`config.mk`:
```
export PLATFORM = sky130hd
export DESIGN_NAME = mux_rr_sampler_flat
export DESIGN_NICKNAME = d
export VERILOG_FILES = /design/src/rtl/mux_rr_sampler_if.sv /design/src/rtl/mux_rr_sampler.sv /design/src/flat_wrapper.sv
export SDC_FILE = /design/constraint.sdc
export NUM_CORES = 1
export LEC_CHECK = 0
export ABC_AREA = 1
export CAP_MARGIN = 10
export CORE_ASPECT_RATIO = 0.8
export CORE_MARGIN = 2
export CORE_UTILIZATION = 47
export DETAILED_ROUTE_END_ITERATION = 12
export HOLD_SLACK_MARGIN = 0.02
export PLACE_DENSITY = 0.78
export SETUP_SLACK_MARGIN = 0.3
export SYNTH_ARGS = -nofsm -noshare
export SYNTH_HDL_FRONTEND = slang
export SYNTH_SLANG_ARGS = --single-unit
```
`constraint.sdc`:
```
create_clock -name clk -period 4.8 [get_ports clk]
set_clock_uncertainty 0.15 [all_clocks]
set_input_delay 0.96 -clock clk [delete_from_list [all_inputs] [get_ports clk]]
set_output_delay 0.96 -clock clk [all_outputs]
set_load 0.1 [all_outputs]
```
`src/rtl/mux_rr_sampler_if.sv`:
```
// Handshake and mux-control bundle for mux_rr_sampler.
// master = sampler side, slave = mux/consumer side.
interface mux_rr_sampler_if #(
    parameter int N = 9,
    parameter int M = 4
);
    logic [N-1:0] req;
    logic [M-1:0] sel;
    logic         mux_out;
    logic         out_valid;
    logic         out_ready;
    logic         out_bit;
    logic [M-1:0] out_idx;

    modport master (
        input  req,
        output sel,
        input  mux_out,
        output out_valid,
        input  out_ready,
        output out_bit,
        output out_idx
    );

    modport slave (
        output req,
        input  sel,
        output mux_out,
        input  out_valid,
        output out_ready,
        input  out_bit,
        input  out_idx
    );
endinterface

```
`src/rtl/mux_rr_sampler.sv`:
```
// Round-robin sampler: grants a request, drives the mux select,
// waits one settle cycle, then presents the captured bit.
module mux_rr_sampler #(
    parameter int N = 9,
    parameter int M = 4
) (
    input  logic              clk,
    input  logic              rst_n,
    mux_rr_sampler_if.master  bus
);

    typedef enum logic [1:0] {
        IDLE   = 2'd0,
        SETTLE = 2'd1,
        HOLD   = 2'd2
    } state_e;

    localparam int W = M + 1;
    localparam logic [M-1:0] LAST = M'(N - 1);

    state_e       state_q, state_d;
    logic [M-1:0] sel_q, sel_d;
    logic [M-1:0] ptr_q, ptr_d;
    logic [M-1:0] idx_q, idx_d;
    logic         bit_q, bit_d;

    logic         any_req;
    logic         arb_en;
    logic         cap_en;
    logic [M-1:0] gnt;
    logic [W-1:0] cand;
    logic         found;

    assign any_req = |bus.req;

    // First set request at or after ptr, wrapping modulo N.
    always_comb begin
        gnt   = ptr_q;
        cand  = '0;
        found = 1'b0;
        for (int k = 0; k < N; k++) begin
            cand = {1'b0, ptr_q} + W'(k);
            if (cand >= W'(N)) begin
                cand = cand - W'(N);
            end
            if (!found && bus.req[cand[M-1:0]]) begin
                gnt   = cand[M-1:0];
                found = 1'b1;
            end
        end
    end

    always_ff @(posedge clk) begin
        if (!rst_n) begin
            state_q <= IDLE;
            sel_q   <= '0;
            ptr_q   <= '0;
            idx_q   <= '0;
            bit_q   <= 1'b0;
        end else begin
            state_q <= state_d;
            sel_q   <= sel_d;
            ptr_q   <= ptr_d;
            idx_q   <= idx_d;
            bit_q   <= bit_d;
        end
    end

    always_comb begin
        state_d = state_q;
        sel_d   = sel_q;
        ptr_d   = ptr_q;
        idx_d   = idx_q;
        bit_d   = bit_q;
        unique case (state_q)
            IDLE: begin
                if (any_req) state_d = SETTLE;
            end
            SETTLE: begin
                state_d = HOLD;
            end
            HOLD: begin
                if (bus.out_ready) begin
                    state_d = any_req ? SETTLE : IDLE;
                end
            end
            default: begin
                state_d = IDLE;
            end
        endcase
        if (arb_en) begin
            sel_d = gnt;
            ptr_d = (gnt == LAST) ? '0 : gnt + 1'b1;
        end
        if (cap_en) begin
            bit_d = bus.mux_out;
            idx_d = sel_q;
        end
    end

    always_comb begin
        arb_en = any_req &&
                 ((state_q == IDLE) ||
                  ((state_q == HOLD) && bus.out_ready));
        cap_en        = (state_q == SETTLE);
        bus.out_valid = (state_q == HOLD);
        bus.sel       = sel_q;
        bus.out_bit   = bit_q;
        bus.out_idx   = idx_q;
    end

endmodule

```
`src/flat_wrapper.sv`:
```
// flat-port wrapper written by rule: the top's interface ports become plain ports
module mux_rr_sampler_flat 
#(
    parameter int N = 9,
    parameter int M = 4
)
  (clk, rst_n, bus_req, bus_sel, bus_mux_out, bus_out_valid, bus_out_ready, bus_out_bit, bus_out_idx);
  mux_rr_sampler_if #(.N(N), .M(M)) bus_i ();
  input  logic clk;
  input  logic rst_n;
  input wire logic [$bits(bus_i.req)-1:0] bus_req;
  output wire logic [$bits(bus_i.sel)-1:0] bus_sel;
  input wire logic [$bits(bus_i.mux_out)-1:0] bus_mux_out;
  output wire logic [$bits(bus_i.out_valid)-1:0] bus_out_valid;
  input wire logic [$bits(bus_i.out_ready)-1:0] bus_out_ready;
  output wire logic [$bits(bus_i.out_bit)-1:0] bus_out_bit;
  output wire logic [$bits(bus_i.out_idx)-1:0] bus_out_idx;
  assign bus_i.req = bus_req;
  assign bus_sel = bus_i.sel;
  assign bus_i.mux_out = bus_mux_out;
  assign bus_out_valid = bus_i.out_valid;
  assign bus_i.out_ready = bus_out_ready;
  assign bus_out_bit = bus_i.out_bit;
  assign bus_out_idx = bus_i.out_idx;
  mux_rr_sampler #(.N(N), .M(M)) u_core (.clk(clk), .rst_n(rst_n), .bus(bus_i));
endmodule
```
==> reports/metrics.cfg <==
[setup_path]
arrival_ns=4.23
r2r-end=u_core.ptr_q[2]
crit_path_top_delay_cell=dfxtp_2
slowest_delay_ns=0.38
cp-end-kind=flop
crit_required_ns=4.83
critPathLaunch=u_core.ptr_q[1]
cpMostUsedCell=nand2_1
crit_type=flop to flop
start_kind=flop
ff2ff_path_depth=29
crit_end=u_core.ptr_q[2]
reg2reg_slack_ns=0.60
reg2reg_from=u_core.ptr_q[1]
crit_fanout=8

[timing]
max-slew-margin-rel_pct=35.0
hold_slack_ns=0.290
rsz0062_at_grt=false
tns_ns=0
min_period_ns=4.20
report.final.setup_viol=0
fmaxAchievable_ghz=0.238
tightest_slew_ns=0.972
final_max_slew_viol_count=0
period_share_pct=87.5
hold_viol=0

[final_layout]
fin_util_pct=54.7
drive_above_1_share_pct=15.8
mostFrequentLayoutCells=nand2_1 (203), nand3_1 (86), inv_1 (67), nor2_1 (34), o21ai_0 (24)
final_area_um2=4010
areaGrowthSynthToFinish_pct=13.8
final_common_cell=nand2_1
fillers=735
antennaDiodeCount=0
ff_latch_area_um2=303
multiInputGateArea_um2=2900
num-nets-final=691

[synthesis]
yosys.area.top_type=nand2_1
synth_flop_cell=dfxtp_1
seq_area_frac_synth_pct=8.53
synthDistinctLibCells=45
netlist.area_leader.share_pct=22.0
ys_ff_latch=15
netlist_area_um2=3520
ys_top_cells_by_area=nand2_1 (22%), nand3_1 (12%), dfxtp_1 (8.5%), ha_1 (8.5%), inv_1 (7.3%)
synth_area_per_cell_um2=5.67
yosysWarnings=0
synth_cells=621
synth.net_count=658
synth_edf_count=0
async_flop_share_pct=0

[route]
num_vias=4316
drt_wl_total_um=11700
vias_per_cell=5.81
remaining_drc_errors=0
drt_iter0_drc=465
wire_per_inst_um=15.7
drtPass1Iterations=6
drtAntennaViolNets=0

[cts]
clk_pin_slew_ns=0.06
clock-sinks=15
clockBufferDepth=2
cts_buffers=3
cts_hold_buf=0
cts_root_buf=clkbuf_8
cts_tree=yes
clkLatencyLatePin_ns=0.25
cts_max_level=1

[status]
status=finished clean

[global_route]
overflow=0
grt_pass1_wl_um=18600
antenna_found_initial=0
grt_max_degree=19
track_usage_pct=28.3
grt_pass1_vias=3788

[die]
die_w_um=101
dieArea_um2=8200
core-area_um2=7320
rows=28
initial_utilization_pct=48.1
io_pins=23
die_h_um=81.4

[placed_design]
gp_congestion=1.07
portBuffers=22
dp_hpwl_um=9140
place_area_um2=3860

[run]
maxCapViolCount=0

[worst_hold_path]
hp-class=flop to flop

-- worst min-delay path by stage --
stage                                 start                 to  slack [ns]  depth (start not counted)
after floorplan           u_core.state_q[1]  u_core.state_q[1]        0.27                          1
after global routing      u_core.state_q[1]  u_core.state_q[1]        0.32                          1
after global placement    u_core.state_q[1]  u_core.state_q[1]        0.28                          1
final                     u_core.state_q[1]  u_core.state_q[1]        0.29                          1
after CTS                 u_core.state_q[1]  u_core.state_q[1]        0.29                          1
after detailed placement  u_core.state_q[1]  u_core.state_q[1]        0.28                          1
-- metal layers --
layer	GRT usage [%]	part of all wire (%)
met1	39.4	44
met2	44.7	43
met3	5.59	10
met4	7.40	2.8
met5	0	0
-- logic make-up after synthesis --
logic type | synth area share (%)
DFF | 8.53
adders and majority gates | 8.53
AOI/OAI and AO/OA | 16.2
muxes | 0.284
xor gates and xnor gates | 3.98
and+or+nand+nor | 52.1
buffers and inverters | 10.4
-- state kept, by name (all words and copies together), names as in the netlist --
register / cells
u_core.bus.out_idx: 4
u_core.bus.sel: 4
u_core.ptr_q: 4
u_core.state_q: 2
u_core.bus.out_bit: 1
-- through the flow --
| stage | std cells | setup slack, ns |
|---|---|---|
| finish | 743 | 0.601 |
| global route | 743 | 0.282 |
| CTS | 736 | 0.534 |
| detailed placement | 732 | 0.551 |
| global placement | 732 | 0.544 |
| floorplan | 621 | 0.960 |
-- what timing repair did --
item	CTS	global route
endpoints found under the setup margin	0	4
gates resized for setup	0	17
hold endpoints to repair	0	0
buffers inserted	0	6
-- critical path: cells and delay by family, from the launching register on --
family | cells | cell delay [ns]
flip-flops | 1 | 0.38
adder cells (fa/ha/maj) | 2 | 0.56
AO/OA/AOI/OAI | 3 | 0.55
buffers and inverters | 6 | 0.77
AND/OR/NAND/NOR | 18 | 1.72
-- Yosys cell counts (2+ instances only) --
| cell | number |
|---|---|
| nand3_2 | 5 |
| inv_1 | 68 |
| ha_1 | 24 |
| o211ai_1 | 14 |
| clkbuf_1 | 3 |
| nand2_2 | 21 |
| a21oi_1 | 18 |
| xnor2_1 | 3 |
| dfxtp_1 | 15 |
| inv_2 | 12 |
| nand3b_1 | 2 |
| a31oi_1 | 3 |
| o21ai_2 | 10 |
| o21ai_1 | 17 |
| xor2_1 | 3 |
| buf_6 | 2 |
| xor2_4 | 2 |
| nor3_1 | 4 |
| o21ai_0 | 26 |
| xor2_2 | 2 |
| nor2_4 | 2 |
| nand4_1 | 8 |
| clkinv_1 | 3 |
| nor4_1 | 2 |
| nand3_1 | 86 |
| buf_2 | 4 |
| nor2_1 | 34 |
| nand2_4 | 6 |
| nand2_1 | 206 |
-- final cells by class --
type,instances,area share [%]
Clock buffer,3,1.03
Sequential cell,15,7.56
Timing Repair inverter,1,0.125
Tap cell,90,2.81
Inverter,83,7.87
Timing Repair Buffer,36,8.12
Clock inverter,1,0.125
Multi-Input combinational cell,514,72.4
Power is left out: the tool's default activity adds up to more than one toggle a clock period on the data nets, which glitch-free logic cannot reach.
